File: src/rtl/bram_ctrl_pkg.sv
// Shared state encoding and default geometry for the RX BRAM bank capture controller.
// Pure declarations; no timing or flow-control behaviour of its own.
package bram_ctrl_pkg;

    typedef enum logic [1:0] {
        ST_IDLE     = 2'b00,
        ST_FILL     = 2'b01,
        ST_WAIT_LOW = 2'b10
    } state_e;

    localparam int DEF_NUM_BANKS      = 2;
    localparam int DEF_BANK_DEPTH     = 2048;
    localparam int DEF_BYTES_PER_WORD = 4;
    localparam int DEF_SIZE_W         = 32;

endpackage

File: src/rtl/bram_bank_ctrl.sv
// N-bank capture sequencer: fills banks in order during a sinc window, reports word count; all outputs registered, 1-cycle latency.
// No backpressure: a window start is refused (sticky overrun) while any reader bank is still draining.
module bram_bank_ctrl
    import bram_ctrl_pkg::*;
#(
    parameter int NUM_BANKS      = DEF_NUM_BANKS,
    parameter int BANK_DEPTH     = DEF_BANK_DEPTH,
    parameter int BYTES_PER_WORD = DEF_BYTES_PER_WORD,
    parameter int SIZE_W         = DEF_SIZE_W,
    parameter int IDX_W          = $clog2(NUM_BANKS)
) (
    input  logic                 clk,
    input  logic                 rstn,
    input  logic                 en,
    input  logic                 sinc,
    input  logic                 sinc_edge,
    input  logic [31:0]          addr,
    input  logic [NUM_BANKS-1:0] rdy_w,
    output logic                 rst_count,
    output logic [NUM_BANKS-1:0] bank_en,
    output logic [IDX_W-1:0]     bank_idx,
    output logic [NUM_BANKS-1:0] rdy,
    output logic                 done,
    output logic                 partial,
    output logic                 overrun,
    output logic [SIZE_W-1:0]    size_data
);

    localparam int                DEPTH_SH  = $clog2(BANK_DEPTH);
    localparam int                BPW_SH    = $clog2(BYTES_PER_WORD);
    localparam logic [SIZE_W-1:0] FULL_SIZE = SIZE_W'(NUM_BANKS * BANK_DEPTH);
    localparam logic [IDX_W-1:0]  LAST_IDX  = IDX_W'(NUM_BANKS - 1);

    state_e                state_q, state_d;
    logic                  rst_count_q, rst_count_d;
    logic [NUM_BANKS-1:0]  bank_en_q, bank_en_d;
    logic [IDX_W-1:0]      bank_idx_q, bank_idx_d;
    logic [NUM_BANKS-1:0]  rdy_q, rdy_d;
    logic                  done_q, done_d;
    logic                  partial_q, partial_d;
    logic                  overrun_q, overrun_d;
    logic [SIZE_W-1:0]     size_q, size_d;
    logic [SIZE_W-1:0]     early_size;

    // Words already written in full banks plus the word at addr itself.
    assign early_size = (SIZE_W'(bank_idx_q) << DEPTH_SH)
                      + SIZE_W'(addr >> BPW_SH)
                      + SIZE_W'(1);

    always_ff @(posedge clk or negedge rstn) begin
        if (!rstn) begin
            state_q     <= ST_IDLE;
            rst_count_q <= 1'b1;
            bank_en_q   <= '0;
            bank_idx_q  <= '0;
            rdy_q       <= '0;
            done_q      <= 1'b0;
            partial_q   <= 1'b0;
            overrun_q   <= 1'b0;
            size_q      <= '0;
        end else begin
            state_q     <= state_d;
            rst_count_q <= rst_count_d;
            bank_en_q   <= bank_en_d;
            bank_idx_q  <= bank_idx_d;
            rdy_q       <= rdy_d;
            done_q      <= done_d;
            partial_q   <= partial_d;
            overrun_q   <= overrun_d;
            size_q      <= size_d;
        end
    end

    always_comb begin
        state_d     = state_q;
        rst_count_d = rst_count_q;
        bank_en_d   = bank_en_q;
        bank_idx_d  = bank_idx_q;
        rdy_d       = rdy_q;
        done_d      = 1'b0;
        partial_d   = partial_q;
        overrun_d   = overrun_q;
        size_d      = size_q;

        case (state_q)
            ST_IDLE: begin
                rst_count_d = 1'b1;
                bank_en_d   = '0;
                if (sinc_edge) begin
                    if (rdy_w == '0) begin
                        state_d     = ST_FILL;
                        rst_count_d = 1'b0;
                        bank_en_d   = NUM_BANKS'(1);
                        bank_idx_d  = '0;
                        rdy_d       = '0;
                        partial_d   = 1'b0;
                        overrun_d   = 1'b0;
                        size_d      = '0;
                    end else begin
                        overrun_d = 1'b1;
                    end
                end
            end

            ST_FILL: begin
                // Counter reset released here, so a bank-switch pulse lasts one cycle.
                rst_count_d = 1'b0;
                if (sinc_edge) begin
                    overrun_d = 1'b1;
                end
                if (!sinc) begin
                    state_d     = ST_IDLE;
                    size_d      = early_size;
                    for (int i = 0; i < NUM_BANKS; i++) begin
                        if (i <= int'(bank_idx_q)) begin
                            rdy_d[i] = 1'b1;
                        end
                    end
                    partial_d   = 1'b1;
                    done_d      = 1'b1;
                    bank_en_d   = '0;
                    rst_count_d = 1'b1;
                end else if (en && (bank_idx_q == LAST_IDX)) begin
                    state_d     = ST_WAIT_LOW;
                    size_d      = FULL_SIZE;
                    rdy_d       = '1;
                    partial_d   = 1'b0;
                    done_d      = 1'b1;
                    bank_en_d   = '0;
                    rst_count_d = 1'b1;
                end else if (en) begin
                    rdy_d[bank_idx_q] = 1'b1;
                    bank_idx_d        = bank_idx_q + IDX_W'(1);
                    bank_en_d         = bank_en_q << 1;
                    rst_count_d       = 1'b1;
                end
            end

            ST_WAIT_LOW: begin
                rst_count_d = 1'b1;
                bank_en_d   = '0;
                if (sinc_edge) begin
                    overrun_d = 1'b1;
                end
                if (!sinc) begin
                    state_d = ST_IDLE;
                end
            end

            default: begin
                state_d     = ST_IDLE;
                rst_count_d = 1'b1;
                bank_en_d   = '0;
                bank_idx_d  = '0;
                rdy_d       = '0;
                partial_d   = 1'b0;
                overrun_d   = 1'b0;
                size_d      = '0;
            end
        endcase
    end

    assign rst_count = rst_count_q;
    assign bank_en   = bank_en_q;
    assign bank_idx  = bank_idx_q;
    assign rdy       = rdy_q;
    assign done      = done_q;
    assign partial   = partial_q;
    assign overrun   = overrun_q;
    assign size_data = size_q;

endmodule

File: config.mk
export PLATFORM = sky130hd
export DESIGN_NAME = bram_bank_ctrl
export DESIGN_NICKNAME = d
export VERILOG_FILES = /design/src/rtl/bram_ctrl_pkg.sv /design/src/rtl/bram_bank_ctrl.sv
export SDC_FILE = /design/constraint.sdc
export NUM_CORES = 1
export LEC_CHECK = 0
export ABC_AREA = 1
export CAP_MARGIN = 25
export CORE_MARGIN = 2
export CORE_UTILIZATION = 35
export CTS_CLUSTER_SIZE = 25
export DETAILED_ROUTE_END_ITERATION = 10
export DONT_BUFFER_PORTS = 1
export PLACE_DENSITY = 0.58
export SLEW_MARGIN = 15
export SYNTH_ARGS = -nofsm -noshare
export SYNTH_HDL_FRONTEND = slang
export SYNTH_SLANG_ARGS = --single-unit
File: constraint.sdc
create_clock -name clk -period 2.3 [get_ports clk]
set_clock_uncertainty 0.1 [all_clocks]
set_input_delay 0.46 -clock clk [delete_from_list [all_inputs] [get_ports clk]]
set_output_delay 0.46 -clock clk [all_outputs]
set_load 0.05 [all_outputs]
==> results.py <==
metrics = {
    "critical_path": {
        "path_class": "flop to flop",
        "critPathCaptureType": "flop",
        "cp_data_arrival_time_ns": 2.02,
        "crit_required_ns": 2.42,
        "critPathTopFamily": "buffers and inverters",
        "cp_num_buf_inv": 3,
        "worstSetupStartpointType": "flop",
        "path_max_fanout": 17,
        "crit_path_max_incr_delay_ns": 0.42,
        "crit_top_cell": "inv_1",
        "cp_cell_sequence": "inv_1 > ha_1 > inv_1 > a21oi_4 > nand3_4 > clkinv_4 > nand2_1 > o21ai_1",
        "slowest_stage": "dfrtp_1",
    },
    "yosys": {
        "ys_seq_area_frac": 0.383,
        "yosys_warnings": 0,
        "synth_edf_count": 0,
        "avgSynthCellArea_um2": 7.34,
        "synthDistinctLibCells": 42,
        "syn-cell-area_mm2": 0.00274,
        "syn-instance-count": 374,
        "synth-seq-cells": 42,
        "async_reset_ff_frac": 1.00,
        "ys.flop_type": "dfrtp_1",
        "synth_nets": 419,
    },
    "sta": {
        "hold_viol_final": 0,
        "setup_viol": 0,
        "worst_slew_pin_slew_ns": 0.528,
        "whs_ns": 0.145,
        "rsz0062_at_grt": "no",
        "finalMaxSlewViolations": 0,
        "relSlewSlack": 0.648,
        "fmax_ghz": 0.527,
        "tns_ns": 0,
        "period_share": 0.825,
        "fin_crit_ns": 1.90,
    },
    "place": {
        "place_area_mm2": 0.00283,
        "dp_hpwl_mm": 5.14,
        "gp_congestion": 0.857,
        "port-buffer-count": 0,
        "placedCellCount": 470,
    },
    "cells_and_area": {
        "finalNetCount": 422,
        "drive_gt1_frac": 0.119,
        "area_delta_synth_final_pct": 8.30,
        "n_antenna_cell": 0,
        "final_cells": 480,
        "fillers": 808,
        "postLayoutCellArea_mm2": 0.00297,
    },
    "power": {
        "finalPower_w": 0.00336,
        "power_frac_comb": 0.262,
        "power_leakage_nw": 1.50,
        "ir_worst_vdd_uv": 383,
        "p_sw_w": 0.00179,
        "power_density_mw_per_mm2": 1130,
        "switching_share": 0.533,
        "cell_internal_pwr_w": 0.00157,
        "clkPwrFrac": 0.174,
        "sequentialPowerShare": 0.563,
    },
    "flow_run": {
        "cap_violations": 0,
    },
    "routing": {
        "postRouteAntennaNets": 0,
        "dr.pass1.iters": 4,
        "drtIter0Drc": 92,
        "vias_per_cell": 4.81,
        "drc": 0,
        "vias": 2307,
        "routedWlPerCell_um": 13.8,
        "routed_wl_mm": 6.64,
    },
    "clocking": {
        "insertion_delay_ns": 0.30,
        "cts_buffer_depth": 2,
        "ctsHtreeMaxLevel": 2,
        "cts.sinks": 42,
        "tritoncts": "yes",
        "clk_pin_slew_worst_paths_ns": 0.08,
        "cts_buffers": 5,
        "clockRootBuffer": "clkbuf_8",
        "cts_resized": 0,
    },
    "global_routing": {
        "grt_pass1_vias": 2424,
        "grt_max_degree": 43,
        "track_usage": 0.171,
        "grt_remaining_overflow": 0,
        "antenna_found_initial": 0,
        "grt_pass1_wl_mm": 11.8,
    },
    "floorplan": {
        "rows": 32,
        "core_area_mm2": 0.00765,
        "chipHeight_um": 92.5,
        "die_area_mm2": 0.00856,
        "ios": 80,
        "initial_utilization": 0.359,
        "die_w_um": 92.5,
    },
    "status": {
        "outcome": "complete, no violations",
    },
    "worst_hold_path": {
        "hold_path.class": "primary input to flop",
    },
}
==> final timing paths <==
path | from | to | slack [ns] | cells past startpoint
max in group asynchronous | rstn | rst_count | 1.27 | 2
hold reg to reg | state_q[1] | state_q[1] | 0.45 | 2
hold / removal | sinc_edge | overrun | 0.15 | 1
setup reg to reg | state_q[1] | size_data[14] | 0.40 | 8
min in group asynchronous | rstn | size_data[7] | 0.58 | 2
setup / recovery | state_q[1] | size_data[14] | 0.40 | 8
==> cell usage in the layout (no fill, tap or decap), drive strengths merged, types with 6 or more instances in the layout <==
cell      n
nand2   133
inv      44
nor2     42
dfrtp    41
nand3    31
o21ai    22
a21oi     8
xor2      6
ha        6
nand3b    6
nor3      6
==> timing repair <==
| action | CTS | global route |
|---|---|---|
| endpoints found under the setup margin | 0 | 0 |
| buffers inserted | 0 | 0 |
| endpoints found under the hold margin | 42 | 0 |
| hold buffers | 2 | 0 |
==> cell families (layout without fill, tap and decap cells) <==
group,after synthesis,in the layout,synth area share
flops,42,42,0.383
buf+inv,53,57,0.0848
fa+ha+maj,6,6,0.0274
simple gates,224,224,0.383
other cells,1,1,0.00137
xor+xnor,10,10,0.0319
compound gates,38,38,0.0880
==> power by group through the flow <==
stage                     registers, W  clock network [W]  logic (W)
final                          0.00189           0.000585   0.000881
after global routing           0.00193           0.000642    0.00104
after CTS                      0.00190           0.000611   0.000898
after detailed placement       0.00192                  0   0.000871
after global placement         0.00191                  0   0.000853
after floorplan                0.00188                  0   0.000722
==> metal layers <==
| metal | share of wire | wire (µm) | global-route usage |
|---|---|---|---|
| met5 | 0 | 0 | 0 |
| met4 | 0.017 | 112 | 0.0498 |
| met3 | 0.083 | 549 | 0.0570 |
| met2 | 0.46 | 3080 | 0.282 |
| met1 | 0.44 | 2900 | 0.213 |
==> final cells by class <==
class                      count  area, µm²  area share
clock inverter                 3       40.0      0.0135
inverter                      46        179      0.0602
clock buffer                   5       68.8      0.0232
multi-input combinational    279       1460       0.491
timing repair buffer           3       45.0      0.0152
sequential                    42       1050       0.354
tap                          102        128      0.0429
==> synthesized netlist by cell type (3+ instances only) <==
library cell,number,area [µm²]
nand3b_1,5,37.5
nor3_1,4,20.0
xor2_1,6,52.6
o21ai_0,3,15.0
nand2_2,6,37.5
dfrtp_1,41,1030
buf_2,4,20.0
inv_1,42,158
o21ai_1,17,85.1
nand3_2,3,30.0
nand4_1,5,31.3
nor2_2,6,37.5
nand3_1,27,135
ha_1,6,75.1
a21oi_1,6,30.0
nor2_1,33,124
nand2_1,125,469
xnor2_1,4,35.0
==> state kept, by name, indices dropped and copies added (netlist names) <==
name,flops
done,1
overrun,1
bank_en,2
rst_count,1
size_data,31
rdy,2
state_q,2
bank_idx,1
partial,1
==> through the flow <==
stage               worst slack (ns)   util
finish                         0.404  0.389
CTS                            0.389  0.389
floorplan                      0.397      -
global placement               0.388  0.369
detailed placement             0.371  0.369
global route                   0.190  0.389
Power figures use the tool's default switching activity.
